File: src/rtl/mc_pkg.sv
// Shared types and encodings for the multicycle MIPS control sequencer.
// Imported by the output decoder and by the top-level FSM.
package mc_pkg;

  typedef enum logic [3:0] {
    S_FETCH     = 4'd0,
    S_DECODE    = 4'd1,
    S_MEM_ADDR  = 4'd2,
    S_MEM_READ  = 4'd3,
    S_MEM_WB    = 4'd4,
    S_MEM_WRITE = 4'd5,
    S_R_EXEC    = 4'd6,
    S_R_WB      = 4'd7,
    S_BRANCH    = 4'd8,
    S_JUMP      = 4'd9,
    S_ADDI_EXEC = 4'd10,
    S_ADDI_WB   = 4'd11,
    S_TRAP      = 4'd12
  } state_t;

  localparam logic [5:0] OP_RTYPE = 6'h00;
  localparam logic [5:0] OP_LW    = 6'h23;
  localparam logic [5:0] OP_SW    = 6'h2B;
  localparam logic [5:0] OP_BEQ   = 6'h04;
  localparam logic [5:0] OP_J     = 6'h02;
  localparam logic [5:0] OP_ADDI  = 6'h08;

  localparam logic [1:0] ALU_ADD   = 2'b00;
  localparam logic [1:0] ALU_SUB   = 2'b01;
  localparam logic [1:0] ALU_FUNCT = 2'b10;

  localparam logic [1:0] SRCB_B      = 2'b00;
  localparam logic [1:0] SRCB_FOUR   = 2'b01;
  localparam logic [1:0] SRCB_IMM    = 2'b10;
  localparam logic [1:0] SRCB_IMM_SH = 2'b11;

  localparam logic [1:0] PCSRC_ALU    = 2'b00;
  localparam logic [1:0] PCSRC_ALUOUT = 2'b01;
  localparam logic [1:0] PCSRC_JUMP   = 2'b10;

  typedef struct packed {
    logic       pc_en;
    logic       iord;
    logic       mem_read;
    logic       mem_write;
    logic       ir_write;
    logic       reg_dst;
    logic       mem_to_reg;
    logic       reg_write;
    logic       alu_src_a;
    logic [1:0] alu_src_b;
    logic [1:0] alu_op;
    logic [1:0] pc_source;
    logic       halted;
  } ctrl_t;

endpackage

File: src/rtl/mc_outputs.sv
// Combinational state -> control-vector decoder. Moore outputs, except that
// the FETCH enables follow mem_ready and the BRANCH pc_en follows zero.
module mc_outputs
  import mc_pkg::*;
(
  input  logic [3:0] state,
  input  logic       zero,
  input  logic       mem_ready,
  output ctrl_t      ctrl
);

  always_comb begin
    ctrl = '0;
    case (state_t'(state))
      S_FETCH: begin
        ctrl.mem_read  = 1'b1;
        ctrl.alu_src_b = SRCB_FOUR;
        ctrl.alu_op    = ALU_ADD;
        ctrl.pc_source = PCSRC_ALU;
        ctrl.ir_write  = mem_ready;
        ctrl.pc_en     = mem_ready;
      end
      S_DECODE: ctrl.alu_src_b = SRCB_IMM_SH;
      S_MEM_ADDR: begin
        ctrl.alu_src_a = 1'b1;
        ctrl.alu_src_b = SRCB_IMM;
      end
      S_MEM_READ: begin
        ctrl.mem_read = 1'b1;
        ctrl.iord     = 1'b1;
      end
      S_MEM_WB: begin
        ctrl.reg_write  = 1'b1;
        ctrl.mem_to_reg = 1'b1;
      end
      S_MEM_WRITE: begin
        ctrl.mem_write = 1'b1;
        ctrl.iord      = 1'b1;
      end
      S_R_EXEC: begin
        ctrl.alu_src_a = 1'b1;
        ctrl.alu_src_b = SRCB_B;
        ctrl.alu_op    = ALU_FUNCT;
      end
      S_R_WB: begin
        ctrl.reg_write = 1'b1;
        ctrl.reg_dst   = 1'b1;
      end
      S_BRANCH: begin
        ctrl.alu_src_a = 1'b1;
        ctrl.alu_src_b = SRCB_B;
        ctrl.alu_op    = ALU_SUB;
        ctrl.pc_source = PCSRC_ALUOUT;
        ctrl.pc_en     = zero;
      end
      S_JUMP: begin
        ctrl.pc_en     = 1'b1;
        ctrl.pc_source = PCSRC_JUMP;
      end
      S_ADDI_EXEC: begin
        ctrl.alu_src_a = 1'b1;
        ctrl.alu_src_b = SRCB_IMM;
        ctrl.alu_op    = ALU_ADD;
      end
      S_ADDI_WB: ctrl.reg_write = 1'b1;
      S_TRAP:    ctrl.halted    = 1'b1;
      default:   ctrl = '0;
    endcase
  end

endmodule

File: src/rtl/mc_control.sv
// Multicycle MIPS control FSM: state register, next-state logic and reset
// gating of the enables produced by mc_outputs.
module mc_control
  import mc_pkg::*;
#(
  parameter bit TRAP_HALTS = 1'b1
) (
  input  logic       clk,
  input  logic       reset,
  input  logic [5:0] opcode,
  input  logic       zero,
  input  logic       mem_ready,
  output logic       pc_en,
  output logic       iord,
  output logic       mem_read,
  output logic       mem_write,
  output logic       ir_write,
  output logic       reg_dst,
  output logic       mem_to_reg,
  output logic       reg_write,
  output logic       alu_src_a,
  output logic [1:0] alu_src_b,
  output logic [1:0] alu_op,
  output logic [1:0] pc_source,
  output logic       halted,
  output logic [3:0] state
);

  state_t state_reg;
  state_t state_next;
  ctrl_t  ctrl;

  always_ff @(posedge clk or posedge reset) begin
    if (reset) state_reg <= S_FETCH;
    else       state_reg <= state_next;
  end

  always_comb begin
    state_next = state_reg;
    case (state_reg)
      S_FETCH:     if (mem_ready) state_next = S_DECODE;
      S_DECODE: begin
        case (opcode)
          OP_LW, OP_SW: state_next = S_MEM_ADDR;
          OP_RTYPE:     state_next = S_R_EXEC;
          OP_BEQ:       state_next = S_BRANCH;
          OP_J:         state_next = S_JUMP;
          OP_ADDI:      state_next = S_ADDI_EXEC;
          default:      state_next = S_TRAP;
        endcase
      end
      S_MEM_ADDR:  state_next = (opcode == OP_SW) ? S_MEM_WRITE : S_MEM_READ;
      S_MEM_READ:  if (mem_ready) state_next = S_MEM_WB;
      S_MEM_WB:    state_next = S_FETCH;
      S_MEM_WRITE: if (mem_ready) state_next = S_FETCH;
      S_R_EXEC:    state_next = S_R_WB;
      S_R_WB:      state_next = S_FETCH;
      S_BRANCH:    state_next = S_FETCH;
      S_JUMP:      state_next = S_FETCH;
      S_ADDI_EXEC: state_next = S_ADDI_WB;
      S_ADDI_WB:   state_next = S_FETCH;
      S_TRAP:      state_next = TRAP_HALTS ? S_TRAP : S_FETCH;
      default:     state_next = S_FETCH;
    endcase
  end

  mc_outputs u_outputs (
    .state     (state_reg),
    .zero      (zero),
    .mem_ready (mem_ready),
    .ctrl      (ctrl)
  );

  // Gate combinationally so enables drop the instant reset rises, not at the next edge.
  assign pc_en      = ctrl.pc_en     & ~reset;
  assign ir_write   = ctrl.ir_write  & ~reset;
  assign mem_read   = ctrl.mem_read  & ~reset;
  assign mem_write  = ctrl.mem_write & ~reset;
  assign reg_write  = ctrl.reg_write & ~reset;
  assign halted     = ctrl.halted    & ~reset;
  assign iord       = ctrl.iord;
  assign reg_dst    = ctrl.reg_dst;
  assign mem_to_reg = ctrl.mem_to_reg;
  assign alu_src_a  = ctrl.alu_src_a;
  assign alu_src_b  = ctrl.alu_src_b;
  assign alu_op     = ctrl.alu_op;
  assign pc_source  = ctrl.pc_source;
  assign state      = state_reg;

endmodule

File: config.mk
export PLATFORM = sky130hd
export DESIGN_NAME = mc_control
export DESIGN_NICKNAME = d
export VERILOG_FILES = /design/src/rtl/mc_pkg.sv /design/src/rtl/mc_outputs.sv /design/src/rtl/mc_control.sv
export SDC_FILE = /design/constraint.sdc
export NUM_CORES = 1
export LEC_CHECK = 0
export ABC_AREA = 1
export BUFFER_PORTS_ARGS = -buffer_cell sky130_fd_sc_hd__buf_2
export CORE_AREA = 10 10 47 49
export CTS_CLUSTER_DIAMETER = 60
export DETAILED_ROUTE_END_ITERATION = 10
export DIE_AREA = 0 0 57 59
export GPL_TIMING_DRIVEN = 0
export PLACE_DENSITY_LB_ADDON = 0.12
export SKIP_LAST_GASP = 1
export SYNTH_ARGS = -nofsm -noshare
export SYNTH_HDL_FRONTEND = slang
export SYNTH_SLANG_ARGS = --single-unit
File: constraint.sdc
create_clock -name clk -period 1.5 [get_ports clk]
set_clock_uncertainty 0.15 [all_clocks]
set_input_delay 0.15 -clock clk [delete_from_list [all_inputs] [get_ports clk]]
set_output_delay 0.15 -clock clk [all_outputs]
set_load 0.03 [all_outputs]
==> results by group, run 1 <==
Status
  • Result of the run: finished with violations
  • Violations in the final reports: negative setup slack

Timing
  • Max-slew violation count: 0
  • WHS: around 85 ps
  • Final worst path period need: about 1800 ps
  • Final hold violation count: 0
  • Least-Margin Pin Slew: around 280 ps
  • Final TNS setup: -2703 ps
  • Fin crit share: 117.2%
  • Setup Viol. Count Final: 19
  • Smallest setup slack after layout: -258.0 ps
  • Worst slew margin: 81.42%
  • RSZ-0062 raised after global routing: true
  • Highest achievable clock rate: roughly 570 MHz

Logic synthesis
  • Post-Synthesis Cells: 97
  • Yosys warnings: 0
  • Sequential cell area fraction in the yosys report: a little under a fifth
  • Post-synthesis register bit count: 4
  • Syn Nets: about 110
  • Post-synth cell types: 21
  • Mean instance size in the synthesized netlist: roughly 5.5 sq um
  • Post-Syn Area: around 530 sq um

Global routing
  • Tot GR Track Use: about an eighth
  • Via count of the first global-routing pass: around 770
  • Antenna violations before repair: 0
  • Wire length of the first global-routing pass: 3.360 mm
  • Congestion Overflow GR: 0
  • Largest net degree at the start of global routing: 9

Die
  • Overall die height: between 50 and 60 microns
  • Floorplan row count: 14
  • Number of placed I/O pins: 30
  • Area enclosed by the die boundary: 3363 sq um
  • Die extent in x: 57 microns
  • Initial standard-cell utilization of the core: between 30% and 40%
  • Core box area: roughly 1400 sq um

CTS
  • Max clock buf depth: 2
  • Clk Latency, worst-skew pair: about 230 ps
  • CTS tree: yes
  • Max H-tree Level: 1
  • TritonCTS Buffers: 3
  • Clock-pin transition on the worst setup and hold timing paths: 40 ps
  • Sink Count: 4
  • Clk root buf: sky130_fd_sc_hd__clkbuf_4

Finish
  • Total Nets Final: ~160
  • Most frequent standard cell in the layout excluding fill and tap cells: sky130_fd_sc_hd__nand2_1
  • Commonest cells after routing, fill and taps aside: sky130_fd_sc_hd__nand2_1, sky130_fd_sc_hd__buf_4, sky130_fd_sc_hd__buf_6
  • Finished Cell Area: 1192 sq um
  • Antenna fix cells: 0
  • Max reg flops: 4
  • Proportion of layout cells with a drive suffix above 1: between 60 and 70%
  • Layout-stage area growth over the synthesis result: 124.8%
  • Number of filler cells placed in the layout: 84

Route
  • Average via count per standard cell: 5.184
  • Total number of vias: ~850
  • Total Routed Length: ~2.4 mm
  • Routed WL per cell: approximately 15 microns
  • Residual antenna-violating net count after detailed routing: 0
  • Number of iterations in the first detailed-routing pass: 6
  • Number of remaining DRC errors: 0
  • Violation count after the first detailed-routing iteration: 19

Worst setup path
  • Start-to-end type of the worst setup path: register to output pin
  • Data required time at the worst endpoint: roughly 1200 ps
  • End of the worst register-to-register path: state[1]
  • Endpoint class of the critical path: output pin
  • CP max FO: 5
  • Number of cells on the worst reg-to-reg path: 7
  • R2R Setup Slk: -50 ps
  • FF-to-FF Start: state[1]
  • Startpoint kind of the worst setup timing path: register
  • Data arrival, critical path: 1460 ps

Min path
  • Worst min-delay path class: input pin to register
  • Worst Hold Depth: 2
  • Hold Crit Start: mem_ready
  • Hold Crit Endpoint: state[1]

Run
  • Maxcap violations: 0

Power and ir drop
  • Leakage power summed over all cells: just over 0.0006 uW
  • Peak supply drop: 1.202 mV
  • Pwr Density: between 2000 and 2500 nW/um^2

Placement
  • Area of placed instances: 794.5 sq um
  • Weighted congestion at the end of routability-driven global placement: 0.8446
  • HPWL reported at the end of detailed placement: 1.426 mm
  • Number of port buffers: 29
-- how the worst max path moves through the flow --
stage	start	to	cells after the start	slack [ps]
floorplan	state[2]	pc_en	5	-270
global placement	state[1]	reg_write	5	-180
detailed placement	state[1]	reg_write	5	-190
CTS	state[1]	reg_write	4	-250
global route	state[0]	pc_en	7	-330
finish	state[3]	alu_src_b[1]	5	-260
-- synthesized netlist by cell type (all sizes together) --
master	n	area [sq um]
nand2	29	113.9
nor2	23	106.4
inv	16	60.06
nand3	11	60.06
dfrtp	4	100.1
o21ai	4	23.77
a21oi	3	15.01
nor3	2	15.01
a221oi	1	8.760
a31oi	1	6.260
buf	1	7.510
nand4	1	6.260
o211ai	1	7.510
-- metrics by stage --
stage	power [uW]	worst slack [ps]	cells	utilization, %
floorplan	1214	-270.4	97	-
global placement	1489	-175.6	142	56.70
detailed placement	1495	-189.0	142	56.70
CTS	1980	-252.1	156	71.07
global route	2635	-330.8	163	85.09
finish	2483	-258.0	163	85.09
-- critical path, cell delays in order, from the launching register on --
cell	delay (ps)
sky130_fd_sc_hd__dfrtp_2	470
sky130_fd_sc_hd__nor2_4	260
sky130_fd_sc_hd__buf_6	140
sky130_fd_sc_hd__inv_2	60
sky130_fd_sc_hd__o21ai_2	150
sky130_fd_sc_hd__buf_6	140
-- where the power goes --
| part | switching [uW] | total, uW | internal [uW] | leakage, uW |
|---|---|---|---|---|
| clock | 44.9 | 134 | 89.6 | 0.0000138 |
| sequential | 128 | 287 | 159 | 0.0000467 |
| combinational | 1160 | 2060 | 900 | 0.000552 |
| total | 1330 | 2480 | 1150 | 0.000613 |
-- kinds of logic after synthesis --
family          Yosys count  synth area share [%]
simple gates             66                 56.84
flops                     4                 18.87
buf+inv                  17                 12.74
compound gates           10                 11.56
-- per-layer routing --
layer / track usage, % / vias up / part of all wire [%]
met5: 0 / - / 0
met4: 3.020 / 0 / 4.0
met3: 4.721 / 10 / 8.4
met2: 20.47 / 39 / 50
met1: 13.24 / 387 / 37
li1: - / 409 / -
-- layout make-up --
cell class	instances	area [sq um]	area share [%]
sequential	4	105.1	8.814
inverter	16	65.06	5.456
clock buffer	3	22.52	1.889
tap	16	20.02	1.679
multi-input combinational	76	570.5	47.85
timing repair buffer	48	409.1	34.31
-- what timing repair did --
item / 4_1_cts / 5_1_grt
buffers inserted: 11 / 10
gates resized for setup: 30 / 30
endpoints found under the hold margin: 4 / 0
pin swaps: 5 / 13
hold buffers: 1 / 0
setup endpoints to repair: 18 / 19
Power figures use the tool's default switching activity.
==> run 2, diff against run 1 <==
--- a/config.mk
+++ b/config.mk
@@ -11,7 +11,7 @@
 export CTS_CLUSTER_DIAMETER = 60
 export DETAILED_ROUTE_END_ITERATION = 10
 export DIE_AREA = 0 0 57 59
-export GPL_TIMING_DRIVEN = 0
+export GPL_TIMING_DRIVEN = 1
 export PLACE_DENSITY_LB_ADDON = 0.12
 export SKIP_LAST_GASP = 1
 export SYNTH_ARGS = -nofsm -noshare
==> constraint.sdc (replaced) <==
create_clock -name clk -period 2.1 [get_ports clk]
set_clock_uncertainty 0.15 [all_clocks]
set_input_delay 0.21 -clock clk [delete_from_list [all_inputs] [get_ports clk]]
set_output_delay 0.21 -clock clk [all_outputs]
set_load 0.03 [all_outputs]
==> results by group, run 2 (synthesized netlist as in run 1, its figures left out) <==
Timing
  • Final hold violation count: 0 (unchanged)
  • Final worst path period need: approximately 2000 ps
  • Max-slew violation count: 0 (unchanged)
  • Least-Margin Pin Slew: 326.6 ps (+48.52 ps)
  • Final TNS setup: 0 ps (+2703 ps)
  • WHS: 92.11 ps (+7.534 ps)
  • RSZ-0062 raised after global routing: false
  • Highest achievable clock rate: just over 500 MHz
  • Fin crit share: a little over nine tenths
  • Worst slew margin: 78.23% (-3.2 points)
  • Setup Viol. Count Final: 0 (-19)

Worst setup path
  • Data arrival, critical path: 1620 ps (+160 ps)
  • Endpoint class of the critical path: output pin
  • Startpoint kind of the worst setup timing path: register
  • Data required time at the worst endpoint: 1740 ps (+540 ps)
  • Start-to-end type of the worst setup path: register to output pin
  • CP max FO: 9 (+4)

Power and ir drop
  • Leakage power summed over all cells: 0.0004533 uW (-26%)
  • Net Sw Frac: 62.62% (+8.9 points)
  • Fraction of power consumed by combinational cells: 74.6% (-8.4 points)
  • Peak supply drop: 0.7945 mV (-34%)
  • Int Pwr: 386.4 uW (-66%)
  • Net switching power: 647.2 uW (-52%)
  • Pwr Density: 1415 nW/um^2 (-32%)
  • Sequential cell fraction of total power: 16.7% (+5.1 points)
  • Clk network pwr share: 8.7% (+3.3 points)

Global routing
  • Largest net degree at the start of global routing: 10 (+1)
  • Tot GR Track Use: 9.696% (-2.2 points)
  • Congestion Overflow GR: 0 (unchanged)
  • Antenna violations before repair: 0 (unchanged)
  • Via count of the first global-routing pass: 685 (-11%)
  • Wire length of the first global-routing pass: 2.787 mm (-17%)

Route
  • Total number of vias: 690 (-18%)
  • Average via count per standard cell: 4.759 (-8.2%)
  • Violation count after the first detailed-routing iteration: 7 (-12)
  • Number of iterations in the first detailed-routing pass: 4 (-2)
  • Residual antenna-violating net count after detailed routing: 0 (unchanged)
  • Routed WL per cell: 11.44 microns (-22%)
  • Number of remaining DRC errors: 0 (unchanged)
  • Total Routed Length: 1.659 mm (-30%)

CTS
  • CTS tree: yes
  • TritonCTS Buffers: 3 (unchanged)
  • Max clock buf depth: 2 (unchanged)
  • Max H-tree Level: 1 (unchanged)
  • Clk root buf: sky130_fd_sc_hd__clkbuf_4
  • Number of gates resized after CTS: 0 (-100%)
  • Clock-pin transition on the worst setup and hold timing paths: 40 ps (about the same)
  • Clk Latency, worst-skew pair: 230 ps (about the same)
  • Sink Count: 4 (unchanged)

Die
  • Floorplan row count: 14 (unchanged)
  • Number of placed I/O pins: 30 (unchanged)
  • Initial standard-cell utilization of the core: 37.86% (unchanged)
  • Die extent in x: 57 microns (unchanged)
  • Area enclosed by the die boundary: 3363 sq um (unchanged)
  • Core box area: 1401 sq um (unchanged)
  • Overall die height: 59 microns (unchanged)

Min path
  • Worst min-delay path class: input pin to register

Finish
  • Max reg flops: 4 (unchanged)
  • Post-Route Utilization: 52.14% (-33 points)
  • Total Nets Final: 141 (-11%)
  • Antenna fix cells: 0 (unchanged)
  • Layout-stage area growth over the synthesis result: 37.74%
  • Final std cells w/o fill: 145 (-11%)
  • Proportion of layout cells with a drive suffix above 1: 38.76% (-29 points)
  • Most frequent standard cell in the layout excluding fill and tap cells: sky130_fd_sc_hd__buf_2
  • Commonest cells after routing, fill and taps aside: sky130_fd_sc_hd__buf_2, sky130_fd_sc_hd__nand2_1, sky130_fd_sc_hd__nor2_1

Placement
  • Number of port buffers: 29 (unchanged)
  • HPWL reported at the end of detailed placement: 1.435 mm (+0.59%)
  • Weighted congestion at the end of routability-driven global placement: 0.8717 (+3.2%)
  • Placed cell count: 141 (-0.70%)

Status
  • Result of the run: complete, no violations

Run
  • Maxcap violations: 0 (unchanged)
[run 2: path summary, 6_finish.rpt]
kind,start,to,slack [ps],depth (start not counted)
setup / recovery,state[1],reg_write,120,4
hold / removal,mem_ready,state[1],90,2
setup reg to reg,state[1],state[0],570,6
hold reg to reg,state[3],state[3],540,2
max in group asynchronous,reset,state[2],1320,3
min in group asynchronous,reset,state[3],330,3
[run 2: layout make-up]
class                      instances  area, sq um
fill                             150        670.6
multi-input combinational         76        372.9
timing repair buffer              30        155.1
sequential                         4        100.1
inverter                          16        60.06
clock buffer                       3        22.52
tap                               16        20.02
[run 2: stage by stage]
step	setup slack [ps]	instance area [sq um]	total power [uW]
after floorplan	-38.17	540.5	751.9
after global placement	441.3	698.2	942.9
after detailed placement	364.8	698.2	950.3
after CTS	114.6	730.7	1048
after global routing	11.33	730.7	1126
final	120.6	730.7	1034
[run 2: per-layer routing]
| layer | wire [microns] | global-route usage, % | vias to the layer above | part of all wire [%] |
|---|---|---|---|---|
| met5 | 0 | 0 | - | 0 |
| met4 | 0 | 4.027 | 0 | 0 |
| met1 | 677 | 10.27 | 302 | 41 |
| met2 | 854 | 17.36 | 17 | 51 |
| met3 | 127 | 3.004 | 0 | 7.7 |
| li1 | - | - | 371 | - |
[run 2: worst max-delay path, cell delays in order (launching register included)]
cell and delay (ps):
sky130_fd_sc_hd__dfrtp_1 480, sky130_fd_sc_hd__nor2_1 270, sky130_fd_sc_hd__nand2_1 140, sky130_fd_sc_hd__a221oi_2 260, sky130_fd_sc_hd__buf_2 240
[run 2: repair_timing]
action | CTS | global route
hold buffers | 1 | 0
endpoints found under the setup margin | 0 | 0
endpoints found under the hold margin | 4 | 0
buffers inserted | 0 | 0
[run 2: power groups by stage]
stage | registers (uW) | logic (uW) | clock network (uW)
after global routing | 180 | 843 | 103
final | 172 | 771 | 90.3
after CTS | 173 | 781 | 94.7
after global placement | 170 | 773 | 0
after floorplan | 210 | 542 | 0
after detailed placement | 173 | 777 | 0
